===== config.mk =====
export PLATFORM = sky130hd
export DESIGN_NAME = read_vga_block_avg
export DESIGN_NICKNAME = d
export VERILOG_FILES = /design/src/rtl/read_vga_pkg.sv /design/src/rtl/read_vga_tile_acc.sv /design/src/rtl/read_vga_block_avg.sv
export SDC_FILE = /design/constraint.sdc
export NUM_CORES = 2
export LEC_CHECK = 0
export CAP_MARGIN = 15
export CORE_UTILIZATION = 46
export CTS_CLUSTER_DIAMETER = 60
export DETAILED_ROUTE_END_ITERATION = 6
export MAX_ROUTING_LAYER = met4
export PLACE_DENSITY_LB_ADDON = 0.25
export SLEW_MARGIN = 20
export SYNTH_ARGS = -nofsm -noshare
export SYNTH_HDL_FRONTEND = slang
export SYNTH_SLANG_ARGS = --single-unit

===== constraint.sdc =====
create_clock -name i_Clk -period 9.5 [get_ports i_Clk]
set_input_delay 2.85 -clock i_Clk [delete_from_list [all_inputs] [get_ports i_Clk]]
set_output_delay 2.85 -clock i_Clk [all_outputs]
set_load 0.03 [all_outputs]

===== src/rtl/read_vga_pkg.sv =====
// Shared constants, state encoding and coordinate helper for the VGA tile-average block.
// Geometry: 800x600 active area split into a 4x4 grid of 200x150 tiles, each sampled
// through a centred 128x128 window.
package read_vga_pkg;

  localparam int unsigned CW       = 13;
  localparam logic [12:0] H_ACTIVE = 13'd800;
  localparam logic [12:0] V_ACTIVE = 13'd600;
  localparam logic [12:0] BLK_W    = 13'd200;
  localparam logic [12:0] BLK_H    = 13'd150;
  localparam int unsigned WIN_LOG2 = 7;
  localparam logic [12:0] WIN_SIZE = 13'(1 << WIN_LOG2);
  localparam logic [12:0] WIN_HOFF = 13'd36;
  localparam logic [12:0] WIN_VOFF = 13'd11;
  localparam int unsigned PIX_W    = 8;
  // Sum of 2^(2*WIN_LOG2) 8-bit samples always fits.
  localparam int unsigned ACC_W    = PIX_W + 2 * WIN_LOG2;

  typedef enum logic [1:0] {
    StIdle,
    StWaitSof,
    StAccum,
    StDone
  } state_e;

  // Tile index along one axis and the offset inside that tile.
  typedef struct packed {
    logic [1:0]    idx;
    logic [CW-1:0] loc;
  } axis_t;

  // Compare chain instead of a divider; callers only use the result for in-range coords.
  function automatic axis_t split_axis(input logic [CW-1:0] c, input logic [CW-1:0] blk);
    axis_t         r;
    logic [CW-1:0] b2;
    logic [CW-1:0] b3;
    b2 = blk + blk;
    b3 = b2 + blk;
    if (c < blk) begin
      r.idx = 2'd0;
      r.loc = c;
    end else if (c < b2) begin
      r.idx = 2'd1;
      r.loc = c - blk;
    end else if (c < b3) begin
      r.idx = 2'd2;
      r.loc = c - b2;
    end else begin
      r.idx = 2'd3;
      r.loc = c - b3;
    end
    return r;
  endfunction

endpackage


===== src/rtl/read_vga_tile_acc.sv =====
// Per-tile R/G/B accumulators.
// Ports: clk_i/rst_ni clock and async active-low reset; clr_i zeroes all sums (wins over
// add_i); add_i adds red_i/green_i/blue_i; avg_o is {R,G,B} of sum >> (2*WIN_LOG2).
module read_vga_tile_acc
  import read_vga_pkg::*;
(
  input  logic             clk_i,
  input  logic             rst_ni,
  input  logic             clr_i,
  input  logic             add_i,
  input  logic [PIX_W-1:0] red_i,
  input  logic [PIX_W-1:0] green_i,
  input  logic [PIX_W-1:0] blue_i,
  output logic [23:0]      avg_o
);

  logic [ACC_W-1:0] red_q, red_d;
  logic [ACC_W-1:0] green_q, green_d;
  logic [ACC_W-1:0] blue_q, blue_d;

  always_comb begin
    red_d   = red_q;
    green_d = green_q;
    blue_d  = blue_q;
    if (clr_i) begin
      red_d   = '0;
      green_d = '0;
      blue_d  = '0;
    end else if (add_i) begin
      red_d   = red_q + ACC_W'(red_i);
      green_d = green_q + ACC_W'(green_i);
      blue_d  = blue_q + ACC_W'(blue_i);
    end
  end

  always_ff @(posedge clk_i or negedge rst_ni) begin
    if (!rst_ni) begin
      red_q   <= '0;
      green_q <= '0;
      blue_q  <= '0;
    end else begin
      red_q   <= red_d;
      green_q <= green_d;
      blue_q  <= blue_d;
    end
  end

  // Top PIX_W bits of the sum are the truncated mean over the window.
  assign avg_o = {red_q[ACC_W-1 -: PIX_W], green_q[ACC_W-1 -: PIX_W], blue_q[ACC_W-1 -: PIX_W]};

endmodule


===== src/rtl/read_vga_block_avg.sv =====
// Captures one 800x600 frame after i_Start and reports the average colour of the centred
// 128x128 window of each tile in a 4x4 grid.
// Ports: i_Clk pixel clock; i_rst_n async active-low reset; i_Start capture request;
// i_Red/i_Green/i_Blue pixel; i_H_Counter/i_V_Counter active-area coordinates;
// o_block1_avg..o_block16_avg {R,G,B} tile averages, row-major from top-left;
// o_done sticky "averages belong to the last captured frame".
module read_vga_block_avg
  import read_vga_pkg::*;
(
  input  logic             i_Clk,
  input  logic             i_rst_n,
  input  logic             i_Start,
  input  logic [PIX_W-1:0] i_Red,
  input  logic [PIX_W-1:0] i_Green,
  input  logic [PIX_W-1:0] i_Blue,
  input  logic [CW-1:0]    i_H_Counter,
  input  logic [CW-1:0]    i_V_Counter,
  output logic [23:0]      o_block1_avg,
  output logic [23:0]      o_block2_avg,
  output logic [23:0]      o_block3_avg,
  output logic [23:0]      o_block4_avg,
  output logic [23:0]      o_block5_avg,
  output logic [23:0]      o_block6_avg,
  output logic [23:0]      o_block7_avg,
  output logic [23:0]      o_block8_avg,
  output logic [23:0]      o_block9_avg,
  output logic [23:0]      o_block10_avg,
  output logic [23:0]      o_block11_avg,
  output logic [23:0]      o_block12_avg,
  output logic [23:0]      o_block13_avg,
  output logic [23:0]      o_block14_avg,
  output logic [23:0]      o_block15_avg,
  output logic [23:0]      o_block16_avg,
  output logic             o_done
);

  state_e             state_q, state_d;
  logic               done_q, done_d;
  logic [15:0][23:0]  avg_q, avg_d, tile_avg;
  logic               clr, accum, load;
  axis_t              ax, ay;
  logic               pix_valid, in_win, sof_pix, last_pix;
  logic [3:0]         tile_idx;
  logic [15:0]        add_en;

  assign ax        = split_axis(i_H_Counter, BLK_W);
  assign ay        = split_axis(i_V_Counter, BLK_H);
  assign pix_valid = (i_H_Counter < H_ACTIVE) && (i_V_Counter < V_ACTIVE);
  assign in_win    = (ax.loc >= WIN_HOFF) && (ax.loc < WIN_HOFF + WIN_SIZE) &&
                     (ay.loc >= WIN_VOFF) && (ay.loc < WIN_VOFF + WIN_SIZE);
  assign tile_idx  = {ay.idx, ax.idx};
  assign sof_pix   = (i_H_Counter == '0) && (i_V_Counter == '0);
  assign last_pix  = (i_H_Counter == H_ACTIVE - 13'd1) && (i_V_Counter == V_ACTIVE - 13'd1);
  assign add_en    = (accum && pix_valid && in_win) ? (16'd1 << tile_idx) : '0;

  always_comb begin
    state_d = state_q;
    done_d  = done_q;
    clr     = 1'b0;
    accum   = 1'b0;
    load    = 1'b0;
    unique case (state_q)
      StIdle: begin
        if (i_Start) begin
          state_d = StWaitSof;
          clr     = 1'b1;
          done_d  = 1'b0;
        end
      end
      StWaitSof: begin
        if (i_Start) begin
          clr = 1'b1;
        end else if (sof_pix) begin
          state_d = StAccum;
        end
      end
      StAccum: begin
        // A restart discards the partial frame, including the pixel sampled this cycle.
        if (i_Start) begin
          clr     = 1'b1;
          state_d = StWaitSof;
        end else begin
          accum = 1'b1;
          if (last_pix) state_d = StDone;
        end
      end
      StDone: begin
        load    = 1'b1;
        done_d  = 1'b1;
        state_d = StIdle;
      end
      default: state_d = StIdle;
    endcase
  end

  always_comb begin
    avg_d = avg_q;
    if (load) avg_d = tile_avg;
  end

  always_ff @(posedge i_Clk or negedge i_rst_n) begin
    if (!i_rst_n) begin
      state_q <= StIdle;
      done_q  <= 1'b0;
      avg_q   <= '0;
    end else begin
      state_q <= state_d;
      done_q  <= done_d;
      avg_q   <= avg_d;
    end
  end

  for (genvar t = 0; t < 16; t++) begin : g_tile
    read_vga_tile_acc u_acc (
      .clk_i   (i_Clk),
      .rst_ni  (i_rst_n),
      .clr_i   (clr),
      .add_i   (add_en[t]),
      .red_i   (i_Red),
      .green_i (i_Green),
      .blue_i  (i_Blue),
      .avg_o   (tile_avg[t])
    );
  end

  assign o_block1_avg  = avg_q[0];
  assign o_block2_avg  = avg_q[1];
  assign o_block3_avg  = avg_q[2];
  assign o_block4_avg  = avg_q[3];
  assign o_block5_avg  = avg_q[4];
  assign o_block6_avg  = avg_q[5];
  assign o_block7_avg  = avg_q[6];
  assign o_block8_avg  = avg_q[7];
  assign o_block9_avg  = avg_q[8];
  assign o_block10_avg = avg_q[9];
  assign o_block11_avg = avg_q[10];
  assign o_block12_avg = avg_q[11];
  assign o_block13_avg = avg_q[12];
  assign o_block14_avg = avg_q[13];
  assign o_block15_avg = avg_q[14];
  assign o_block16_avg = avg_q[15];
  assign o_done        = done_q;

endmodule


; ---- Word level (Yosys, flattened, before mapping)
; Cells that the tools add are included.
[op_classes]
n_addsub = 54
magnitude_cmp = 12
n_eq_ne = 9
shift = 1
mux = 116
n_reduce_logical = 31
[op_table]
columns = cell, n
row1 = $mux 22, 96
row2 = $add 22x8->22, 48
row3 = $mux 15, 4
row4 = $lt 13x8->1 const B, 4
row5 = $lt 13x10->1 const B, 3
row6 = $lt 13x9->1 const B, 3
row7 = $sub 13x9->13 const B, 3
row8 = $reduce_bool 2->1, 17
row9 = $mux 14, 2
row10 = $eq 13x10->1 const B, 2
row11 = $logic_not 13->1, 2
row12 = $sub 13x8->13 const B, 2
row13 = $mux 16, 1
row14 = $shl 1x4->16 const A, 1
row15 = $ge 13x4->1 const B, 1
row16 = $ge 13x6->1 const B, 1
row17 = $sub 13x10->13 const B, 1
row18 = $mux 2, 5
row19 = $logic_and 1x1->1, 8
row20 = $pmux 2 s4, 1
row21 = $mux 1, 6
row22 = $ne 2x2->1 const B, 3
row23 = $eq 2x2->1 const B, 2
row24 = $reduce_and 4->1, 1
row25 = other kinds (6), 6
[totals]
reg_bits = 1443
out_inout_bits = 385

; ---- Logic depth before layout (Yosys ltp)
[logic_depth]
ltp_word = 12
mapped_depth = 18

; ---- Cells and area by module
; Synthesis repeated with hierarchy kept, for this count alone.
[hier_totals]
cells_unflattened = 8717
area_unflattened_um2 = 84994.0
[modules_own_cells]
columns = mod, n_inst, cells_each, area_per_inst_um2
row1 = read_vga_tile_acc (g_tile[0].u_acc ...), 10, 482, 4315.4
row2 = read_vga_block_avg, 1, 1064, 15892.7
row3 = read_vga_tile_acc (g_tile[12].u_acc ...), 2, 478, 4324.1
row4 = read_vga_tile_acc (g_tile[8].u_acc), 1, 500, 4540.6
row5 = read_vga_tile_acc (g_tile[13].u_acc), 1, 473, 4300.4
row6 = read_vga_tile_acc (g_tile[9].u_acc), 1, 457, 4254.1
row7 = read_vga_tile_acc (g_tile[5].u_acc), 1, 447, 4204.0

; ---- Worst setup path after synthesis
; Ideal clock, no wire load.
[synth_timing]
kind = input to register
startpoint = in i_V_Counter[2]
endpoint = reg g_tile[10].u_acc.red_q[17]
setup_ns = 0.078
arrival_time_ns = 6.305
slack_ns = 3.117
cell_stages = 14
path_buffers = 3
path_cell_list = inv_1 ha_1 or4b_1 clkbuf_1 a21o_1 buf_2 a211oi_2 nor4_1 nor4_4 buf_2 nand4_1 a2111oi_0 or4b_2 a21oi_1
[synth_between]
elab_chain_len = 10
elab_cells_between_ends = 20
[synth_lines]
columns = item, line
row1 = start: declaration, read_vga_block_avg.sv:17  ; input logic [CW-1:0] i_V_Counter,
row2 = $sub 13x9->13 (tied with other cells), read_vga_pkg.sv:50  ; r.loc = c - b3;
row3 = $mux 14, read_vga_pkg.sv:45  ; end else if (c < b3) begin
row4 = $mux 15, read_vga_pkg.sv:42  ; end else if (c < b2) begin
row5 = $mux 15, read_vga_pkg.sv:39  ; if (c < blk) begin
row6 = $ge 13x4->1, read_vga_block_avg.sv:50  ; (ay.loc >= WIN_VOFF) && (ay.loc < WIN_VOFF + WIN_SIZE);
row7 = $logic_and 1x1->1, read_vga_block_avg.sv:49  ; assign in_win = (ax.loc >= WIN_HOFF) && (ax.loc < WIN_HOFF + WIN_SIZE) &&
row8 = $logic_and 1x1->1, read_vga_block_avg.sv:50
row9 = $logic_and 1x1->1, read_vga_block_avg.sv:54  ; assign add_en = (accum && pix_valid && in_win) ? (16'd1 << tile_idx) : '0;
row10 = $mux 16 (*), read_vga_block_avg.sv:54
row11 = $reduce_bool 2->1 (no line) (*), n/a
row12 = end signal: assignment, read_vga_tile_acc.sv:42  ; red_q <= red_d;
row13 = end: declaration, read_vga_tile_acc.sv:17  ; logic [ACC_W-1:0] red_q, red_d;
; Mark *: on every way between the ends. The rest lies on a longest branch, timed or not.
; A chain may end at the register's enable or synchronous reset.

; ---- Worst setup path after layout
[layout_timing]
startpoint = in i_V_Counter[11]
endpoint = reg g_tile[9].u_acc.blue_q[20]
[layout_between]
elab_chain_len = 10
elab_cells_between_ends = 20
[layout_lines]
columns = item, line
row1 = $sub 13x9->13 (tied with other cells), read_vga_pkg.sv:50
row2 = $mux 14, read_vga_pkg.sv:45
row3 = $mux 15, read_vga_pkg.sv:42
row4 = $mux 15, read_vga_pkg.sv:39
row5 = $ge 13x4->1, read_vga_block_avg.sv:50
row6 = $logic_and 1x1->1, read_vga_block_avg.sv:49
row7 = $logic_and 1x1->1, read_vga_block_avg.sv:50
row8 = $logic_and 1x1->1, read_vga_block_avg.sv:54
row9 = $mux 16 (*), read_vga_block_avg.sv:54
row10 = $reduce_bool 2->1 (no line) (*), n/a
row11 = end signal: assignment, read_vga_tile_acc.sv:44  ; blue_q <= blue_d;
row12 = end: declaration, read_vga_tile_acc.sv:19  ; logic [ACC_W-1:0] blue_q, blue_d;
; Marks and branches as above.

==> results.yml <==
global_routing:
  grt_pass1_vias: 64160
  grt_pass1_wl_um: 370900
  grt.total_usage_pct: 27.55
  grt_antenna_before_repair: 16
  grt_start_max_net_pins: 165
  overflow: 0
route:
  drt_iter0_markers: 5247
  routed_wl_um: 239600
  via_per_inst: 6.175
  ant_nets: 0
  via_count: 66569
  drt-wirelength-per-cell_um: 22.22
  route.detailed.drc: 0
  dr.pass1.iters: 5
floorplanning:
  start_util_pct: 46.33
  die_x_um: 420.4
  die_h_um: 420.4
  core_area_um2: 173800
  ioPinCount: 438
  dieArea_um2: 176700
  rows: 153
final_layout:
  largestRegisters: "g_tile.u_acc.blue_q: 352 flops, g_tile.u_acc.green_q: 352 flops, g_tile.u_acc.red_q: 352 flops"
  area_growth_syn_to_layout_pct: 16.22
  nets: 8794
  fin_area_um2: 93590
  fill_cells: 15321
  drive_above_1_share_pct: 10.81
clock_tree:
  hold_buffers: 0
  htreeDepth: 4
  cts-root-buf: "clkbuf_16"
  post_cts_buffers: 0
  cts_buffers: 170
  clk_latency_ns: 0.84
  clk_pin_slew_ns: 0.06
  cts.sinks: 1443
  cts_tree: "done"
  cts_resized: 0
  cts_buffer_depth: 3
critical_path:
  cp_top_family: "simple AND/OR/NAND/NOR gates"
  cp_num_buf_inv: 3
  crit_path_end_kind: "flip-flop"
  path_class: "primary input to flip-flop"
  arrival_ns: 8.45
  start_kind: "primary input"
  cp_max_fo: 21
  cp_cell_sequence: "clkdlybuf4s50_1 -> or4_4 -> or4_1 -> buf_4 -> o31ai_1 -> nor3_1 -> nor4b_4 -> and4_4 -> buf_4 -> o2111ai_1 -> or4b_2 -> a21oi_1"
  worst_path_most_repeated_cell: "buf_4"
  cp.depth: 12
  ff2ff_path_depth: 9
  cp_data_required_time_ns: 10.26
  cpMaxStageDelayCell: "or4b_2"
  cpPeakStageDelay_ns: 0.79
logic_synthesis:
  synth_edf_count: 0
  netlist_area_um2: 80530
  syn_avg_cell_area_um2: 10.05
  synth_most_common_cell: "dfrtp_1"
  yosys-top-cells-area: "dfrtp_1, ha_1, mux2_2"
  synth_seq_area_share_pct: 44.84
  synth_seq_cells: 1443
  synth_nets: 8506
  ys.warnings.count: 0
  synthTopCellsByCount: "dfrtp_1, a21oi_1, nand2_1, inv_1, ha_1"
  synth.distinct_cells: 89
  postSynthCellCount: 8011
  synth-main-ff-cell: "dfrtp_1"
  ys_async_sr_fraction_pct: 100.0
  synth_top_cell_area_share_pct: 44.84
  synth_top_area_cell: "dfrtp_1"
sta:
  finalHoldViolCount: 0
  tns_ns: 0
  maxSlewHeadroom_pct: 15.41
  finClkSkew_ns: 0.05692
  post-route-period-util_pct: 80.95
  timing.fmax_mhz: 130.0
  layout_min_cycle_time_ns: 7.690
  rsz0062_at_grt: "false"
  setup_viol: 0
  drv_slew: 0
  worst_pin_slew_ns: 1.268
power_and_ir_drop:
  power_density_nw_per_um2: 156.8
  vdd_drop_max_mv: 0.1638
  cellLeakagePower_nw: 40.62
place:
  place_area_um2: 87520
  io_buffers: 437
  gp_congestion: 0.9105
  dpl.hpwl_um: 158200
hold_path:
  hold_class: "flip-flop to flip-flop"
  min_path_cells: 1
flow_run:
  drv_cap: 0
outcome:
  outcome: "completed"
layout by cell type, fill, tap and decap left out, types with 171 or more instances in the layout:
cell / Yosys / routed
nor2_1: 213 / 208
nand2_1: 521 / 519
or4_1: 368 / 368
mux2_2: 344 / 344
ha_1: 394 / 394
nand3_1: 251 / 250
o21ai_0: 393 / 388
dfrtp_1: 1443 / 1443
a21oi_1: 671 / 666
xnor2_1: 199 / 199
clkdlybuf4s50_1: 0 / 412
inv_1: 415 / 412
a22o_1: 242 / 242
o31ai_1: 365 / 364
clkbuf_16: 0 / 171
worst register-to-register path, delay by kind of cell (launching register included):
family / cells / cell delay (ns)
flops: 1 / 0.46
buf+inv: 1 / 0.27
compound gates: 3 / 1.48
simple gates: 5 / 2.07
logic make-up (layout without fill, tap and decap cells):
group,count (synthesis),after routing,share of synthesized area (%)
buf+inv,881,1313,4.229
flops,1443,1443,44.84
simple gates,2179,2179,15.06
xor+xnor,240,240,2.620
compound gates,2386,2386,19.93
mux,440,440,6.003
other cells,0,12,0
fa+ha+maj,442,442,7.315
layer usage:
layer  track usage (%)  wire length, um  part of all wire, %  vias up
li1                  -                -                    -    30760
met1             35.25           102000                   43    33378
met2             43.20           112500                   47     1924
met3             4.076            13820                  5.8      507
met4             12.52            11260                  4.7        0
met5                 -                0                    0        -
stage by stage:
stage                     worst slack [ns]  total power (W)  util (%)  hold WS (ns)  instances
after floorplan                      3.117         0.007264         -        0.4411       8011
after global placement               1.146         0.007878     50.30        0.4646      10448
after detailed placement            0.9941         0.007911     50.35        0.4699      10452
after CTS                            1.910          0.01480     53.76        0.4785      10768
after global routing                 1.606          0.01516     53.84        0.4951      10777
final                                1.810          0.01468     53.84        0.4763      10780
worst paths after layout:
| kind | start | to | slack [ns] |
|---|---|---|---|
| setup / recovery | i_V_Counter[11] | g_tile[9].u_acc.blue_q[20] | 1.81 |
| hold / removal | g_tile[5].u_acc.blue_q[21] | g_tile[5].u_acc.blue_q[21] | 0.48 |
| setup reg to reg | state_q[0] | g_tile[15].u_acc.blue_q[19] | 5.04 |
| hold reg to reg | g_tile[5].u_acc.blue_q[21] | g_tile[5].u_acc.blue_q[21] | 0.48 |
| max in group asynchronous | i_rst_n | g_tile[2].u_acc.green_q[16] | 5.56 |
| min in group asynchronous | i_rst_n | o_block11_avg[15] | 1.99 |
power by group:
| part | switching [W] | total, W | internal, W |
|---|---|---|---|
| Combinational | 0.00122 | 0.00164 | 0.000423 |
| Sequential | 0.0000103 | 0.00616 | 0.00615 |
| Clock | 0.00282 | 0.00687 | 0.00405 |
| Total | 0.00405 | 0.0147 | 0.0106 |
final cells by class:
type	count	area (um2)	share of cell area, %
Multi-Input combinational cell	5687	41490	44.34
Sequential cell	1443	36110	38.58
Timing Repair Buffer	582	5564	5.945
Clock buffer	242	4906	5.242
Tap cell	2325	2909	3.108
Inverter	415	1558	1.664
Clock inverter	74	1021	1.091
Antenna cell	12	30.03	0.03208
(Power assumes the default switching activity.)
